[config.mk]
export PLATFORM = sky130hd
export DESIGN_NAME = sr_latch_driver_flat
export DESIGN_NICKNAME = d
export VERILOG_FILES = /design/src/rtl/sr_latch_driver_pkg.sv /design/src/rtl/sr_latch_driver_if.sv /design/src/rtl/sr_drv_timer.sv /design/src/rtl/sr_latch_driver.sv /design/src/flat_wrapper.sv
export SDC_FILE = /design/constraint.sdc
export NUM_CORES = 1
export LEC_CHECK = 0
export CELL_PAD_IN_SITES_DETAIL_PLACEMENT = 1
export CELL_PAD_IN_SITES_GLOBAL_PLACEMENT = 1
export CORE_MARGIN = 4
export CORE_UTILIZATION = 37
export DETAILED_ROUTE_END_ITERATION = 8
export GPL_ROUTABILITY_DRIVEN = 1
export PLACE_DENSITY_LB_ADDON = 0.08
export SLEW_MARGIN = 0
export SYNTH_ARGS = -nofsm -noshare
export SYNTH_HDL_FRONTEND = slang
export SYNTH_SLANG_ARGS = --single-unit
[constraint.sdc]
create_clock -name clk -period 1.95 [get_ports clk]
set_input_delay 0.2925 -clock clk [delete_from_list [all_inputs] [get_ports clk]]
set_output_delay 0.2925 -clock clk [all_outputs]
set_load 0.01 [all_outputs]
[src/rtl/sr_latch_driver_pkg.sv]
`default_nettype none
// ============================================================================
// Module   : sr_latch_driver_pkg
// Purpose  : Shared state encodings and counter-width helpers for the
//            sr_latch_driver command-side block.
// Ports    : none (package)
// Revision : 1.0 - initial release
// ============================================================================
package sr_latch_driver_pkg;

  localparam int c_stateW = 3;

  // State encodings. RETRY is the single quiet cycle between a failed
  // readback and the next pulse, so every attempt has the same shape as a
  // freshly accepted command.
  localparam logic [c_stateW-1:0] IDLE  = 3'd0;
  localparam logic [c_stateW-1:0] PULSE = 3'd1;
  localparam logic [c_stateW-1:0] GAP   = 3'd2;
  localparam logic [c_stateW-1:0] CHECK = 3'd3;
  localparam logic [c_stateW-1:0] DONE  = 3'd4;
  localparam logic [c_stateW-1:0] RETRY = 3'd5;

  // Width of a counter that must hold values up to maxVal, plus one bit of
  // headroom so no legal parameter choice can wrap.
  function automatic int cntWidth(input int maxVal);
    return $clog2(maxVal) + 1;
  endfunction

  function automatic int maxOf(input int a, input int b);
    return (a > b) ? a : b;
  endfunction

endpackage
`default_nettype wire

[src/rtl/sr_latch_driver_if.sv]
`default_nettype none
// ============================================================================
// Module   : sr_latch_driver_if
// Purpose  : Bundles the request handshake, the S/R latch drive, the Q/Qc
//            readback and the status pulses of sr_latch_driver.
// Ports    : req_valid/req_ready/req_set - request handshake
//            S/R                         - latch drive
//            q_fb/qc_fb                  - latch readback
//            done/err/busy               - status
//   modport slave  : the driver itself
//   modport master : the environment (control logic plus the latch)
// Revision : 1.0 - initial release
// ============================================================================
interface sr_latch_driver_if;
  logic req_valid;
  logic req_ready;
  logic req_set;
  logic S;
  logic R;
  logic q_fb;
  logic qc_fb;
  logic done;
  logic err;
  logic busy;

  modport slave (
    input  req_valid, req_set, q_fb, qc_fb,
    output req_ready, S, R, done, err, busy
  );

  modport master (
    output req_valid, req_set, q_fb, qc_fb,
    input  req_ready, S, R, done, err, busy
  );
endinterface
`default_nettype wire

[src/rtl/sr_drv_timer.sv]
`default_nettype none
// ============================================================================
// Module   : sr_drv_timer
// Purpose  : Loadable down-counter with a zero flag. Loaded with LEN-1 on
//            entry to a timed state; o_zero marks the last cycle of it.
// Ports    : clk, rst     - clock, synchronous active-high reset
//            i_load       - load i_loadVal this edge (takes priority)
//            i_loadVal    - value to load
//            o_zero       - count is zero
// Revision : 1.0 - initial release
// ============================================================================
module sr_drv_timer #(
  parameter int WIDTH = 2
) (
  input  logic             clk,
  input  logic             rst,
  input  logic             i_load,
  input  logic [WIDTH-1:0] i_loadVal,
  output logic             o_zero
);

  logic [WIDTH-1:0] r_count;

  always_ff @(posedge clk) begin
    if (rst) begin
      r_count <= '0;
    end else if (i_load) begin
      r_count <= i_loadVal;
    end else if (r_count != '0) begin
      r_count <= r_count - 1'b1;
    end
  end

  assign o_zero = (r_count == '0);

endmodule
`default_nettype wire

[src/rtl/sr_latch_driver.sv]
`default_nettype none
// ============================================================================
// Module   : sr_latch_driver
// Purpose  : Command-side driver for a NOR SR latch. Accepts set/reset
//            requests, drives a registered S or R pulse followed by a quiet
//            0,0 gap, reads Q/Qc back, retries on mismatch and reports
//            done or err. S and R are never high together.
// Ports    : clk  - clock
//            rst  - synchronous active-high reset
//            bus  - sr_latch_driver_if.slave (handshake, S/R, readback,
//                   done/err/busy)
// Params   : PULSE_LEN (>=1), GAP_LEN (>=1), MAX_RETRY (>=0)
// Macro    : SR_LATCH_DRIVER_SKIP_REDUNDANT_EN - when defined, a request that
//            already matches the latch state completes without a pulse.
// Revision : 1.0 - initial release
// ============================================================================
module sr_latch_driver
  import sr_latch_driver_pkg::*;
#(
  parameter int PULSE_LEN = 2,
  parameter int GAP_LEN   = 2,
  parameter int MAX_RETRY = 1
) (
  input  logic              clk,
  input  logic              rst,
  sr_latch_driver_if.slave  bus
);

  localparam int c_timerW = cntWidth(maxOf(PULSE_LEN, GAP_LEN));
  localparam int c_retryW = cntWidth(MAX_RETRY + 1);

  localparam logic [c_timerW-1:0] c_pulseLoad = c_timerW'(PULSE_LEN - 1);
  localparam logic [c_timerW-1:0] c_gapLoad   = c_timerW'(GAP_LEN - 1);
  localparam logic [c_retryW-1:0] c_retryMax  = c_retryW'(MAX_RETRY);

  logic [c_stateW-1:0] r_state, w_stateNext;
  logic                r_cmd, w_cmdNext;
  logic [c_retryW-1:0] r_retryCnt, w_retryNext;
  logic                r_s, r_r, r_done, r_err;
  logic                w_sNext, w_rNext, w_doneNext, w_errNext;
  logic                w_timerLoad;
  logic [c_timerW-1:0] w_timerLoadVal;
  logic                w_timerZero;
  logic                w_match;

  sr_drv_timer #(
    .WIDTH (c_timerW)
  ) u_timer (
    .clk       (clk),
    .rst       (rst),
    .i_load    (w_timerLoad),
    .i_loadVal (w_timerLoadVal),
    .o_zero    (w_timerZero)
  );

  // Q==Qc is an invalid latch state and fails this test either way.
  assign w_match = (bus.q_fb == r_cmd) && (bus.qc_fb == ~r_cmd);

`ifdef SR_LATCH_DRIVER_SKIP_REDUNDANT_EN
  logic w_redundant;
  assign w_redundant = (bus.q_fb == bus.req_set) && (bus.qc_fb == ~bus.req_set);
`endif

  always_ff @(posedge clk) begin
    if (rst) begin
      r_state    <= IDLE;
      r_cmd      <= 1'b0;
      r_retryCnt <= '0;
      r_s        <= 1'b0;
      r_r        <= 1'b0;
      r_done     <= 1'b0;
      r_err      <= 1'b0;
    end else begin
      r_state    <= w_stateNext;
      r_cmd      <= w_cmdNext;
      r_retryCnt <= w_retryNext;
      r_s        <= w_sNext;
      r_r        <= w_rNext;
      r_done     <= w_doneNext;
      r_err      <= w_errNext;
    end
  end

  // S/R/done/err are computed for the state being entered and registered,
  // so the pulse is visible in the first cycle of PULSE.
  always_comb begin
    w_stateNext    = r_state;
    w_cmdNext      = r_cmd;
    w_retryNext    = r_retryCnt;
    w_sNext        = 1'b0;
    w_rNext        = 1'b0;
    w_doneNext     = 1'b0;
    w_errNext      = 1'b0;
    w_timerLoad    = 1'b0;
    w_timerLoadVal = c_pulseLoad;

    case (r_state)
      IDLE: begin
        if (bus.req_valid) begin
          w_cmdNext   = bus.req_set;
          w_retryNext = '0;
`ifdef SR_LATCH_DRIVER_SKIP_REDUNDANT_EN
          if (w_redundant) begin
            w_stateNext = DONE;
            w_doneNext  = 1'b1;
          end else begin
            w_stateNext = PULSE;
            w_timerLoad = 1'b1;
            w_sNext     = bus.req_set;
            w_rNext     = ~bus.req_set;
          end
`else
          w_stateNext = PULSE;
          w_timerLoad = 1'b1;
          w_sNext     = bus.req_set;
          w_rNext     = ~bus.req_set;
`endif
        end
      end

      PULSE: begin
        if (w_timerZero) begin
          w_stateNext    = GAP;
          w_timerLoad    = 1'b1;
          w_timerLoadVal = c_gapLoad;
        end else begin
          w_sNext = r_cmd;
          w_rNext = ~r_cmd;
        end
      end

      GAP: begin
        if (w_timerZero) begin
          w_stateNext = CHECK;
        end
      end

      CHECK: begin
        if (w_match) begin
          w_stateNext = IDLE;
          w_doneNext  = 1'b1;
        end else if (r_retryCnt == c_retryMax) begin
          w_stateNext = IDLE;
          w_errNext   = 1'b1;
        end else begin
          w_retryNext = r_retryCnt + 1'b1;
          w_stateNext = RETRY;
        end
      end

      RETRY: begin
        w_stateNext = PULSE;
        w_timerLoad = 1'b1;
        w_sNext     = r_cmd;
        w_rNext     = ~r_cmd;
      end

      DONE: begin
        w_stateNext = IDLE;
      end

      default: begin
        w_stateNext = IDLE;
      end
    endcase
  end

  assign bus.S         = r_s;
  assign bus.R         = r_r;
  assign bus.done      = r_done;
  assign bus.err       = r_err;
  assign bus.busy      = (r_state != IDLE);
  assign bus.req_ready = (r_state == IDLE);

  // The forbidden latch input combination must never reach the pins.
  always_ff @(posedge clk) begin
    assert (!(r_s && r_r));
  end

endmodule
`default_nettype wire

[src/flat_wrapper.sv]
// flat-port wrapper written by rule: the top's interface ports become plain ports
module sr_latch_driver_flat import sr_latch_driver_pkg::*;
#(
  parameter int PULSE_LEN = 2,
  parameter int GAP_LEN   = 2,
  parameter int MAX_RETRY = 1
)
  (clk, rst, bus_req_valid, bus_req_set, bus_q_fb, bus_qc_fb, bus_req_ready, bus_S, bus_R, bus_done, bus_err, bus_busy);
  sr_latch_driver_if bus_i ();
  input  logic clk;
  input  logic rst;
  input wire logic [$bits(bus_i.req_valid)-1:0] bus_req_valid;
  input wire logic [$bits(bus_i.req_set)-1:0] bus_req_set;
  input wire logic [$bits(bus_i.q_fb)-1:0] bus_q_fb;
  input wire logic [$bits(bus_i.qc_fb)-1:0] bus_qc_fb;
  output wire logic [$bits(bus_i.req_ready)-1:0] bus_req_ready;
  output wire logic [$bits(bus_i.S)-1:0] bus_S;
  output wire logic [$bits(bus_i.R)-1:0] bus_R;
  output wire logic [$bits(bus_i.done)-1:0] bus_done;
  output wire logic [$bits(bus_i.err)-1:0] bus_err;
  output wire logic [$bits(bus_i.busy)-1:0] bus_busy;
  assign bus_i.req_valid = bus_req_valid;
  assign bus_i.req_set = bus_req_set;
  assign bus_i.q_fb = bus_q_fb;
  assign bus_i.qc_fb = bus_qc_fb;
  assign bus_req_ready = bus_i.req_ready;
  assign bus_S = bus_i.S;
  assign bus_R = bus_i.R;
  assign bus_done = bus_i.done;
  assign bus_err = bus_i.err;
  assign bus_busy = bus_i.busy;
  sr_latch_driver #(.PULSE_LEN(PULSE_LEN), .GAP_LEN(GAP_LEN), .MAX_RETRY(MAX_RETRY)) u_core (.clk(clk), .rst(rst), .bus(bus_i));
endmodule
# [Word-level counts from Yosys, hierarchy flattened]
# Cells that the tools add are included.
[totals] reg_bits=12 ramBits=0 out_inout_bits=6 romBits=0 latch_bits=0 in_bits=6 mem_count=0 word_cells=62
[op_classes] n_reduce_logical=13 multipliers=0 shift=0 n_mux=23 magnitude_cmp=0 eq_ne=12 n_addsub=2 n_bitwise=3 div_mod_pow=0
[op_table] op="$mux 3" n=5
[op_table] op="$pmux 3 s5" n=1
[op_table] op="$mux 1" n=10
[op_table] op="$ne 2x2->1 const B" n=5
[op_table] op="$pmux 1 s3" n=3
[op_table] op="$eq 3x2->1 const B" n=2
[op_table] op="$mux 2" n=3
[op_table] op="$reduce_bool 2->1" n=3
[op_table] op="$pmux 2 s2" n=1
[op_table] op="$reduce_and 4->1" n=1
[op_table] op="$reduce_or 2->1" n=2
[op_table] op="$eq 3x1->1 const B" n=1
[op_table] op="$eq 3x3->1 const B" n=1
[op_table] op="$logic_not 3->1" n=1
[op_table] op="$not 1->1" n=3
[op_table] op="$reduce_and 3->1" n=1
[op_table] op="$reduce_bool 3->1" n=1
[op_table] op="$reduce_or 3->1" n=1
[op_table] op="$add 2x1->2 const B" n=1
[op_table] op="$eq 1x1->1" n=2
[op_table] op="$eq 2x1->1 const B" n=1
[op_table] op="$logic_not 2->1" n=1
[op_table] op="$reduce_and 2->1" n=1
[op_table] op="$sub 2x1->2 const B" n=1
[op_table] op="$logic_and 1x1->1" n=1

# [Longest topological paths before layout]
# Gate-level depths: netlist (run 1).
[depth] word_depth=5 mapped_depth=6 depth_no_buf=5

# [Hierarchy]
# Synthesis (run 1) repeated with hierarchy kept, for this count alone.
[unflattened] cells_unflattened=78 area_unflattened_um2=663.1
[modules_own_cells] mod="sr_latch_driver" area_each_um2=541.8 seq_area_each_um2=200.2 cells_per_inst=66 n_inst=1
[modules_own_cells] mod="sr_drv_timer" area_each_um2=121.4 seq_area_each_um2=40.0 cells_per_inst=12 n_inst=1

# [Worst setup path before layout (run 1)]
# No wires, ideal clock.
[synth_timing] path_kind="reg-to-reg" from="reg u_core.u_timer.r_count[0]" to="reg u_core.r_state[0]" path_buffers=1 synth_period_minus_slack_ps=1392 arrival_time_ps=1273 stages_incl_launch_ff=7 slack_ps=558 t_required_ps=1831 setup_time_ps=119 cell_sequence="dfxtp_1 -> inv_1 -> ha_1 -> clkbuf_1 -> nor2_1 -> or3_1 -> o221a_1"
[synth_via] elab_chain_cells=3 elab_cells_between_ends=4 classes_between="eq/ne: 2; reduce/logical: 2"
[synth_lines] item="start, declared" line="sr_drv_timer.sv:22" rtl="logic [WIDTH-1:0] r_count;"
[synth_lines] item="start signal, assigned" line="sr_drv_timer.sv:28" rtl="r_count <= i_loadVal;"
[synth_lines] item="start signal, assigned" line="sr_drv_timer.sv:30" rtl="r_count <= r_count - 1'b1;"
[synth_lines] item="$logic_not 2->1 (*)" line="sr_drv_timer.sv:34" rtl="assign o_zero = (r_count == '0);"
[synth_lines] item="$ne 2x2->1 (no source line)"
[synth_lines] item="$reduce_and 3->1 (no source line) (*)"
[synth_lines] item="end signal, assigned" line="sr_latch_driver.sv:74" rtl="r_state <= w_stateNext;"
[synth_lines] item="end, declared" line="sr_latch_driver.sv:36" rtl="logic [c_stateW-1:0] r_state, w_stateNext;"
# Every way passes the cells marked *; elsewhere a longest branch is shown, timed or not.
# A chain may end at the register's enable or synchronous reset.

# [Worst setup path in the final report (run 1)]
[layout_timing] from="reg u_core.r_state[0]" to="out bus_busy"
[layout_via] elab_chain_cells=1
[layout_lines] item="$reduce_bool 3->1" line="sr_latch_driver.sv:172" rtl="assign bus.busy = (r_state != IDLE);"
[layout_lines] item="end, declared" line="flat_wrapper.sv:21" rtl="output wire logic [$bits(bus_i.busy)-1:0] bus_busy;"
# Every way passes these cells.

==> results.cfg, run 1 <==
[worst_setup_path]
cp.required_ns = 1.66
start_kind = register
path_max_fanout = 9
worstSetupPathType = reg -> out
crit_buf_inv = 2
path_cells = nor3_1 -> inv_1 -> clkdlybuf4s50_1
cpLargestDelayFamily = buffers and inverters
end_kind = output pin
max_stage_delay_ns = 0.56
cp_slowest_cell = dfxtp_1
cp.arrival_ns = 1.53

[synthesis]
synth_edf_count = 0
postSynth.asyncResetShare_pct = 0
synthDistinctLibCells = 28
yosys_most_used_dff = dfxtp_1
ys_ff_latch = 12
syn_area_per_cell_um2 = 9.32
synthCells = 71
syn_area_um2 = 662
ys_warn_count = 0
yosysSeqAreaShare_pct = 36.3
synth_nets = 79

[flow_run]
drv_cap = 0

[sta]
fin_ws_ns = 0.131
fmax_mhz = 550
skew_ns = 0.00374
period_needed_ns = 1.82
rsz0062_at_grt = no
finalHoldViolCount = 0
fin_crit_sh_pct = 93.3
tns_ns = 0
maxSlewViolCount = 0
maxSlewHeadroom_pct = 72.0
final-setup-viol-count = 0
worstMarginPinSlew_ns = 0.419

[power_and_ir_drop]
irDropWorstVdd_mv = 0.528
p_leak_nw = 0.348
power.density_nw_per_um2 = 1220

[clock_network]
cts_tree = built
numCtsBuffers = 3
cts.sinks = 12
ctsHtreeMaxLevel = 1
root_buffer = clkbuf_4
cts_buffer_depth = 2
clk_latency_ns = 0.27
cts_resized = 0
cts_hold_buf = 0
cts.reportedPaths.clkPinSlew_ns = 0.08
cts_setup_buffers = 0

[global_route]
grt_max_degree = 12
grt_pass1_wl_um = 2210
grt-ovfl-total = 0
grt_pass1_vias = 532
antenna_found_initial = 0
track_usage_pct = 11.6

[die]
start_util_pct = 38.8
die_area_um2 = 2530
die_h_um = 50.3
boundaryPins = 12
rows = 15
dieWidth_um = 50.3
fp.coreArea_um2 = 1710

[detailed_routing]
wire_per_inst_um = 12.0
vias = 524
drc = 0
drtIter0Drc = 2
ant_nets = 0
wirelength_um = 1300
vias_per_cell = 4.85
dr.pass1.iters = 4

[outcome]
outcome = complete, no violations

[min_path]
hold_path_class = reg -> reg

[finish]
final_common_cell = dfxtp_1
final_layout_size_suffix_gt1_share_pct = 13.3
nFillCells = 202
fin_nets = 93
multi_input_area_um2 = 357
final_cell_mix = 12 x dfxtp_1, 11 x clkdlybuf4s50_1, 8 x inv_1, 8 x nor2_1, 6 x a21oi_1
n_antenna_cell = 0
area_delta_synth_final_pct = 22.9
seq_area_um2 = 240

[placement]
dpl_worst_slack_ns = 0.167
io_buffer_count = 11
place_congestion = 0.682
hpwl_um = 989
[area by class of cell]
class	instances	share of cell area [%]
Clock buffer	3	2.77
Inverter	8	3.69
Multi-Input combinational cell	46	43.8
Sequential cell	12	29.5
Tap cell	25	3.85
Timing Repair Buffer	14	16.3
[power by group]
| part | total (mW) | internal [mW] | switching [mW] |
|---|---|---|---|
| clock | 0.155 | 0.0715 | 0.0836 |
| combinational | 0.474 | 0.246 | 0.228 |
| sequential | 0.360 | 0.298 | 0.0621 |
[worst reg2reg max path: cells and delay by family (launching register included)]
family | cells | cell delay, ns
DFF | 1 | 0.56
AOI/OAI and AO/OA | 1 | 0.41
and+or+nand+nor | 1 | 0.14
muxes | 1 | 0.37
[through the flow]
step | utilization (%) | cells | cell area, µm² | total power, mW | hold WS [ns]
CTS | 47.6 | 108 | 813 | 1.00 | 0.532
global route | 47.6 | 108 | 813 | 1.07 | 0.592
finish | 47.6 | 108 | 813 | 0.989 | 0.531
global placement | 46.3 | 105 | 791 | 0.833 | 0.506
detailed placement | 46.3 | 105 | 791 | 0.845 | 0.518
floorplan | - | 71 | 662 | 0.717 | 0.440
[layer usage]
layer	global-route usage (%)	share of wire, %	up-vias
met4	8.07	1.6	0
met1	13.3	48	243
met2	19.1	45	10
li1	-	-	269
met5	0	0	-
met3	2.08	4.6	2
[cell usage after synthesis, types with 2 or more instances]
library cell / number / area [µm²]
a21oi_1: 6 / 30.0
a32oi_1: 2 / 17.5
and3b_1: 2 / 17.5
buf_6: 2 / 22.5
clkbuf_1: 2 / 7.51
dfxtp_1: 12 / 240
ha_1: 2 / 25.0
inv_1: 8 / 30.0
mux2_2: 2 / 22.5
nand2b_1: 2 / 12.5
nor2_1: 8 / 30.0
nor2b_1: 3 / 18.8
nor3_1: 5 / 25.0
[worst paths after layout]
kind / startpoint / end / slack (ns) / cells past startpoint
min reg2reg: u_core.u_timer.r_count[1] / u_core.u_timer.r_count[1] / 0.53 / 2
max: u_core.r_state[0] / bus_busy / 0.13 / 3
max reg2reg: u_core.r_state[0] / u_core.r_retryCnt[1] / 0.36 / 3
min: u_core.u_timer.r_count[1] / u_core.u_timer.r_count[1] / 0.53 / 2
[kinds of logic after synthesis]
| logic type | share of synthesized area [%] |
|---|---|
| AO/OA/AOI/OAI | 16.1 |
| multiplexers | 4.91 |
| XOR/XNOR | 1.32 |
| AND/OR/NAND/NOR | 27.8 |
| buffers and inverters | 9.83 |
| flip-flops | 36.3 |
| adder cells (fa/ha/maj) | 3.78 |
[state kept, by name, indices dropped and copies added (netlist names)]
register,cells
u_core.r_state,3
u_core.r_retryCnt,2
u_core.u_timer.r_count,2
u_core.bus.R,1
u_core.bus.S,1
u_core.bus.done,1
u_core.bus.err,1
u_core.r_cmd,1
Note: power is estimated with default switching activity, not from simulation.
==> inputs of run 2 (changes only) <==
--- a/config.mk
+++ b/config.mk
@@ -9,6 +9,7 @@
 export CELL_PAD_IN_SITES_GLOBAL_PLACEMENT = 1
 export CORE_MARGIN = 4
 export CORE_UTILIZATION = 37
+export CTS_CLUSTER_SIZE = 40
 export DETAILED_ROUTE_END_ITERATION = 8
 export GPL_ROUTABILITY_DRIVEN = 1
 export PLACE_DENSITY_LB_ADDON = 0.08
==> results of run 2 <==
Same layout as run 1: the final DEF is identical, and so are final timing and power.
==> inputs of run 3 (changes only) <==
--- a/config.mk
+++ b/config.mk
@@ -12,7 +12,7 @@
 export CTS_CLUSTER_SIZE = 40
 export DETAILED_ROUTE_END_ITERATION = 8
 export GPL_ROUTABILITY_DRIVEN = 1
-export PLACE_DENSITY_LB_ADDON = 0.08
+export PLACE_DENSITY = 0.77
 export SLEW_MARGIN = 0
 export SYNTH_ARGS = -nofsm -noshare
 export SYNTH_HDL_FRONTEND = slang
==> results.cfg, run 3 (synthesized netlist as in run 1, its figures left out) <==
[detailed_routing]
vias_per_cell = 4.77
ant_nets = 0
wire_per_inst_um = 12.2
wirelength_um = 1320
vias = 515
drtIter0Drc = 2
drc = 0
dr.pass1.iters = 2

[sta]
fin_crit_sh_pct = 94.0
rsz0062_at_grt = no
final-setup-viol-count = 0
skew_ns = 0.00268
maxSlewViolCount = 0
worstMarginPinSlew_ns = 0.415
tns_ns = 0
fmax_mhz = 546
maxSlewHeadroom_pct = 72.2
finalHoldViolCount = 0
period_needed_ns = 1.83

[global_route]
antenna_found_initial = 0
track_usage_pct = 13.2
grt_pass1_wl_um = 2420
grt-ovfl-total = 0
grt_max_degree = 12
grt_pass1_vias = 529

[die]
die_h_um = 50.3
start_util_pct = 38.8
fp.coreArea_um2 = 1710
die_area_um2 = 2530
rows = 15
dieWidth_um = 50.3
boundaryPins = 12

[worst_setup_path]
setup.worst_path.start = u_core.r_state[0]
worstSetupPathType = reg -> out
cp.required_ns = 1.66
start_kind = register
path_max_fanout = 9
end_kind = output pin
reg2reg_from = u_core.r_state[0]
cp.arrival_ns = 1.54

[power_and_ir_drop]
power_frac_clock_pct = 19.3
p_int_mw = 0.656
comb_power_share_pct = 45.0
irDropWorstVdd_mv = 0.652
power.density_nw_per_um2 = 1270
p_leak_nw = 0.350
total_power_mw = 1.04
p_sw_share_pct = 37.2
power_frac_seq_pct = 35.6
p_sw_mw = 0.388

[finish]
area_delta_synth_final_pct = 24.0
regMostFlops = u_core.r_state
reg_top3 = u_core.r_state: 3 flops, u_core.r_retryCnt: 2 flops, u_core.u_timer.r_count: 2 flops
final_cell_mix = 11 x clkdlybuf4s50_1, 11 x dfxtp_1, 8 x inv_1, 8 x nor2_1, 6 x a21oi_1
final_layout_size_suffix_gt1_share_pct = 14.5
n_antenna_cell = 0
fin_nets = 92
largest_register_ffs = 3
fin_cells = 108

[placement]
hpwl_um = 1020
dpl.cell_count = 104
io_buffer_count = 11
place_congestion = 0.702

[clock_network]
cts_tree = built
cts_setup_buffers = 0
cts_buffer_depth = 2
cts.sinks = 12
cts_hold_buf = 0
root_buffer = clkbuf_4
numCtsBuffers = 3
clk_latency_ns = 0.28
ctsHtreeMaxLevel = 1
cts.reportedPaths.clkPinSlew_ns = 0.07

[flow_run]
drv_cap = 0

[min_path]
min_from = u_core.u_timer.r_count[1]
hold_path_class = reg -> reg

[outcome]
outcome = complete, no violations
==> run 3: changes by cell type in the layout (fill, tap and decap cells not counted) <==
cell	before	now
buf_4	3	2
dfxtp_2	0	1
dfxtp_1	12	11
clkbuf_8	0	1
==> run 3: path summary, 6_finish.rpt <==
path	to	slack, ns	cells after the start
worst min-delay path	u_core.u_timer.r_count[1]	0.56	2
worst min register to register	u_core.u_timer.r_count[1]	0.56	2
worst max-delay path	bus_busy	0.12	3
worst max register to register	u_core.r_retryCnt[0]	0.34	3
==> run 3: cell type report <==
cell class	instances	area (µm²)
Timing Repair Buffer	13	125
Sequential cell	12	241
Multi-Input combinational cell	46	357
Tap cell	25	31.3
Fill cell	205	887
Inverter	8	30.0
Clock buffer	4	36.3
==> run 3: what timing repair did <==
item                       in CTS  in global routing
setup endpoints to repair       0                  2
gates resized for setup         0                  1
hold endpoints to repair        0                  0
==> run 3: stage by stage <==
step	utilization, %	setup slack, ns	area [µm²]	hold WS [ns]
floorplan	-	0.558	662	0.440
global placement	45.9	0.193	783	0.508
detailed placement	45.9	0.164	783	0.563
CTS	48.0	0.0651	820	0.574
global route	48.1	0.00874	821	0.592
finish	48.1	0.117	821	0.556
==> run 3: layer usage <==
metal	share of wire [%]	wire (µm)	GRT usage, %
met1	47	620	15.1
met2	45	595	20.0
met3	5.7	75	7.42
met4	2.0	27	5.38
met5	0	0	0
==> run 3: worst max-delay path: stages (launching register included) <==
cell and delay (ns):
dfxtp_1 0.56, nor3_1 0.11, inv_1 0.06, clkdlybuf4s50_1 0.52
==> run 3: power by group through the flow <==
| stage | clock (mW) | combinational (mW) | sequential (mW) |
|---|---|---|---|
| 2_1_floorplan | 0 | 0.387 | 0.330 |
| 3_3_place_gp | 0 | 0.454 | 0.375 |
| 3_5_place_dp | 0 | 0.479 | 0.377 |
| 4_1_cts | 0.211 | 0.480 | 0.372 |
| 5_1_grt | 0.232 | 0.529 | 0.382 |
| 6_report | 0.202 | 0.470 | 0.372 |
